===== config.mk =====
export PLATFORM = sky130hd
export DESIGN_NAME = hs_fifo_pkt_wr_guard
export DESIGN_NICKNAME = d
export VERILOG_FILES = /design/src/rtl/hs_fifo_pkt_wr_guard.sv
export SDC_FILE = /design/constraint.sdc
export NUM_CORES = 1
export LEC_CHECK = 0
export ABC_AREA = 1
export CAP_MARGIN = 5
export CORE_MARGIN = 2
export CORE_UTILIZATION = 55
export CTS_CLUSTER_SIZE = 10
export DETAILED_ROUTE_END_ITERATION = 16
export DONT_BUFFER_PORTS = 1
export PLACE_DENSITY = 0.7
export SLEW_MARGIN = 30
export SYNTH_ARGS = -nofsm -noshare
export SYNTH_HDL_FRONTEND = slang
export SYNTH_SLANG_ARGS = --single-unit

===== constraint.sdc =====
create_clock -name clk -period 2.9 [get_ports clk]
set_input_delay 0.435 -clock clk [delete_from_list [all_inputs] [get_ports clk]]
set_output_delay 0.435 -clock clk [all_outputs]
set_load 0.01 [all_outputs]

===== src/rtl/hs_fifo_pkt_wr_guard.sv =====
// Packet write guard in front of a packet-mode FIFO: length limit, error drop, drop request, stats.
// Latency: wr_en/wr_last/wr_data combinational with the accepted beat; wr_drop, busy, counters one cycle later.
// Backpressure: s_ready follows ~fifo_full while passing, forced high while discarding, low during wr_drop and reset.

package hs_fifo_pkt_wr_guard_pkg;
    typedef enum logic {FALSE = 1'b0, TRUE = 1'b1} bool_e;
endpackage

module hs_fifo_pkt_wr_guard
    import hs_fifo_pkt_wr_guard_pkg::*;
#(
    parameter type   DATA_TYPE   = logic [15:0],
    parameter int    FIFO_DEPTH  = 32,
    parameter int    MAX_PKT_LEN = 32,
    parameter bool_e EN_STATS    = FALSE
) (
    input  logic        clk,
    input  logic        rst,
    input  logic        s_valid,
    output logic        s_ready,
    input  DATA_TYPE    s_data,
    input  logic        s_last,
    input  logic        s_err,
    input  logic        fifo_full,
    output logic        wr_en,
    output DATA_TYPE    wr_data,
    output logic        wr_last,
    output logic        wr_drop,
    output logic        busy,
    output logic [31:0] pkt_ok_cnt,
    output logic [31:0] pkt_drop_cnt
);

    localparam int CNT_W = $clog2(MAX_PKT_LEN + 1);

    // A packet longer than the FIFO could never be committed, so reject such configurations.
    generate
        if (MAX_PKT_LEN < 1) begin : g_bad_len
            $error("hs_fifo_pkt_wr_guard: MAX_PKT_LEN must be >= 1");
        end
        if (MAX_PKT_LEN > FIFO_DEPTH) begin : g_bad_depth
            $error("hs_fifo_pkt_wr_guard: MAX_PKT_LEN must not exceed FIFO_DEPTH");
        end
    endgenerate

    typedef enum logic [1:0] {IDLE, PASS, DISCARD} state_t;

    state_t             state_q;
    logic [CNT_W-1:0]   beat_cnt_q;
    logic [31:0]        ok_cnt_q;
    logic [31:0]        drop_cnt_q;

    logic acc;
    logic in_pkt;
    logic oversize;
    logic bad_end;
    logic drop_hit;

    // Ready: closed in reset and in the rollback cycle; discarding ignores the FIFO since nothing is written.
    always_comb begin
        s_ready = 1'b0;
        if (!rst && !wr_drop) begin
            s_ready = (state_q == DISCARD) ? 1'b1 : ~fifo_full;
        end
    end

    assign acc      = s_valid & s_ready;
    assign in_pkt   = (state_q != DISCARD);
    assign oversize = (beat_cnt_q == CNT_W'(MAX_PKT_LEN));
    assign bad_end  = s_last & s_err;
    // Oversize takes priority over the error flag; either way the packet is rolled back once.
    assign drop_hit = acc & in_pkt & (oversize | bad_end);

    assign wr_en    = acc & in_pkt & ~oversize & ~bad_end;
    assign wr_last  = wr_en & s_last;
    assign wr_data  = s_data;
    assign busy     = (state_q != IDLE);

    // Packet FSM, beat counter and the registered one-cycle rollback request.
    always_ff @(posedge clk or posedge rst) begin
        if (rst) begin
            state_q    <= IDLE;
            beat_cnt_q <= '0;
            wr_drop    <= 1'b0;
        end else begin
            wr_drop <= drop_hit;
            if (acc) begin
                case (state_q)
                    DISCARD: begin
                        if (s_last) begin
                            state_q <= IDLE;
                        end
                    end
                    default: begin
                        if (oversize) begin
                            beat_cnt_q <= '0;
                            state_q    <= s_last ? IDLE : DISCARD;
                        end else if (s_last) begin
                            // Covers both a good commit and an errored last beat.
                            beat_cnt_q <= '0;
                            state_q    <= IDLE;
                        end else begin
                            beat_cnt_q <= beat_cnt_q + CNT_W'(1);
                            state_q    <= PASS;
                        end
                    end
                endcase
            end
        end
    end

    // Saturating packet statistics; held at zero when stats are disabled.
    always_ff @(posedge clk or posedge rst) begin
        if (rst) begin
            ok_cnt_q   <= '0;
            drop_cnt_q <= '0;
        end else if (EN_STATS == TRUE) begin
            if (wr_last && (ok_cnt_q != 32'hFFFF_FFFF)) begin
                ok_cnt_q <= ok_cnt_q + 32'd1;
            end
            if (drop_hit && (drop_cnt_q != 32'hFFFF_FFFF)) begin
                drop_cnt_q <= drop_cnt_q + 32'd1;
            end
        end
    end

    assign pkt_ok_cnt   = (EN_STATS == TRUE) ? ok_cnt_q   : 32'd0;
    assign pkt_drop_cnt = (EN_STATS == TRUE) ? drop_cnt_q : 32'd0;

endmodule


==> flow_summary.json <==
{
  "yosysUniqueCellTypes": 21,
  "status": "completed",
  "clk_latency_ps": 270,
  "grt_max_degree": 11,
  "slowest_stage": "dfrtp_1",
  "grt_pass1_vias": 501,
  "yosysTopAreaCell": "buf_4",
  "synth_seq_cells": 9,
  "rows": 16,
  "drc": 0,
  "cp_slowest_stage_delay_ps": 380,
  "seqCellArea_um2": 225,
  "dr.pass1.iters": 3,
  "critPathCaptureType": "output pin",
  "hold_ws_ps": 7.21,
  "wire_per_inst_um": 8.66,
  "synth_top_area_frac": 0.526,
  "fmax_mhz": 513,
  "netlist_area_mm2": 0.00114,
  "core-area_mm2": 0.00196,
  "cts.sinks": 9,
  "grt_pass1_wl_um": 2110,
  "multi_input_area_um2": 518,
  "ant_nets": 0,
  "htree_levels": 1,
  "instances_no_fill": 164,
  "dpl.hpwl_um": 1150,
  "dp_cells": 160,
  "cts_resized": 0,
  "fillers": 217,
  "drv_slew": 0,
  "synth_cells": 150,
  "die-width_um": 49.6,
  "setup_viol": 0,
  "vias_per_cell": 3.82,
  "ys_top_cells_by_area": "buf_4 53%, dfrtp_1 20%, nand2_1 4.9%, nor2_1 3.3%, inv_1 2.6%",
  "cap_violations": 0,
  "period_share": 0.673,
  "finalCriticalPeriod_ps": 1950,
  "grt_remaining_overflow": 0,
  "track_usage": 0.112,
  "insertedDiodeCount": 0,
  "crit_type": "register to output pin",
  "holdBufCountCts": 0,
  "first_iter_violations": 8,
  "port_buffers": 0,
  "die_h_um": 49.6,
  "path_clk_slew_ps": 60,
  "p_leak_nw": 0.482,
  "finalHoldViolations": 0,
  "cts_setup_buffers": 0,
  "drive_gt1_frac": 0.0949,
  "clockBufferDepth": 2,
  "syn_avg_cell_area_um2": 7.61,
  "finalWirelength_um": 1420,
  "p_per_area_mw_per_mm2": 519,
  "dieArea_mm2": 0.00246,
  "cts_tree": "built",
  "cp-start-kind": "register",
  "ir_drop_v": 0.000234,
  "via_count": 627,
  "hold_path_class": "input pin to asynchronous set/reset pin",
  "area_growth_pct": -26.6,
  "cp_data_arrival_time_ps": 1520,
  "cts_buffers": 3,
  "start_util": 0.582,
  "place.gp.congestion": 0.870,
  "crit_chain": "inv_1, ha_1, nand4_1, nand2_1, nor3_1",
  "ctsRootBufferMaster": "clkbuf_4",
  "fin_tns_setup_ps": 0,
  "critPathMaxFanout": 4,
  "grt_setup_unrepaired": "no",
  "yosysSeqAreaShare": 0.197,
  "antenna_found_initial": 0,
  "finClkSkew_ps": 7.73,
  "pin_count": 107,
  "num-nets-final": 162,
  "ys_warn_count": 0,
  "crit_required_ps": 2470
}
==> area by class of cell <==
cell class,instances,share of cell area
clock buffer,4,0.0314
tap,27,0.0404
multi-input combinational,115,0.619
sequential,9,0.269
inverter,9,0.0404
==> sequential cells by signal, summed over array words and instances, names as in the netlist <==
register / flops
beat_cnt_q: 6
state_q: 2
wr_drop: 1
==> final timing paths <==
| check | startpoint | depth (start not counted) | slack (ps) | end |
|---|---|---|---|---|
| worst max-delay path | beat_cnt_q[0] | 5 | 950 | wr_last |
| max in group asynchronous | rst | 1 | 2630 | state_q[1] |
| min in group clk | s_err | 2 | 310 | wr_drop |
| worst min register to register | state_q[0] | 2 | 520 | state_q[0] |
| worst max register to register | beat_cnt_q[0] | 7 | 1540 | beat_cnt_q[2] |
| worst min-delay path | rst | 1 | 7 | wr_drop |
==> routing by layer <==
metal | wire length [um] | global-route usage | part of all wire | up-vias
li1 | - | - | - | 293
met1 | 483 | 0.117 | 0.34 | 281
met2 | 720 | 0.189 | 0.51 | 49
met3 | 199 | 0.0424 | 0.14 | 4
met4 | 19 | 0.0694 | 0.013 | 0
met5 | 0 | 0 | 0 | -
==> cell usage after synthesis, drive strengths merged <==
| cell type | n |
|---|---|
| dfrtp | 9 |
| a21boi | 1 |
| conb | 1 |
| or2 | 2 |
| ha | 2 |
| nand2 | 18 |
| nor2 | 12 |
| nor3 | 1 |
| nand4 | 3 |
| nand3 | 3 |
| buf | 80 |
| inv | 9 |
| a21oi | 4 |
| o21ai | 5 |
==> metrics by stage <==
step	worst slack, ps	power, W	instance area [um2]	util
after floorplan	1360	0.000396	1380	-
after global placement	1310	0.000326	811	0.413
after detailed placement	1230	0.000335	811	0.413
after CTS	955	0.000435	837	0.427
after global routing	842	0.000470	837	0.427
final	949	0.000435	837	0.427
==> critical path: cells and delay by family, from the launching register on <==
| family | cells | cell delay [ps] |
|---|---|---|
| simple gates | 3 | 580 |
| flops | 1 | 380 |
| fa+ha+maj | 1 | 210 |
| buf+inv | 1 | 90 |
==> cells by family (layout without fill, tap and decap cells) <==
family	after synthesis	after routing	share of synthesized area
and+or+nand+nor	39	39	0.172
buffers and inverters	89	13	0.556
other	1	64	0.00329
AOI/OAI and AO/OA	10	10	0.0493
DFF	9	9	0.197
adders and majority gates	2	2	0.0219
==> placed cells by master, fill, tap and decap left out <==
cell / n
a21boi_2: 1
a21oi_1: 4
clkbuf_1: 1
clkbuf_4: 3
conb_1: 64
dfrtp_1: 9
ha_1: 2
inv_1: 8
inv_2: 1
nand2_1: 15
nand2_2: 3
nand3_1: 2
nand3_2: 1
nand4_1: 2
nand4_4: 1
nor2_1: 10
nor2_2: 2
nor3_1: 1
o21ai_0: 4
o21ai_1: 1
or2_0: 1
or2_2: 1
==> power breakdown <==
group	total, W	switching, W	internal (W)
Combinational	0.000142	0.000102	0.0000395
Sequential	0.000193	0.0000361	0.000157
Clock	0.000100	0.0000468	0.0000532
No activity file was read; power rests on OpenSTA's default activity.
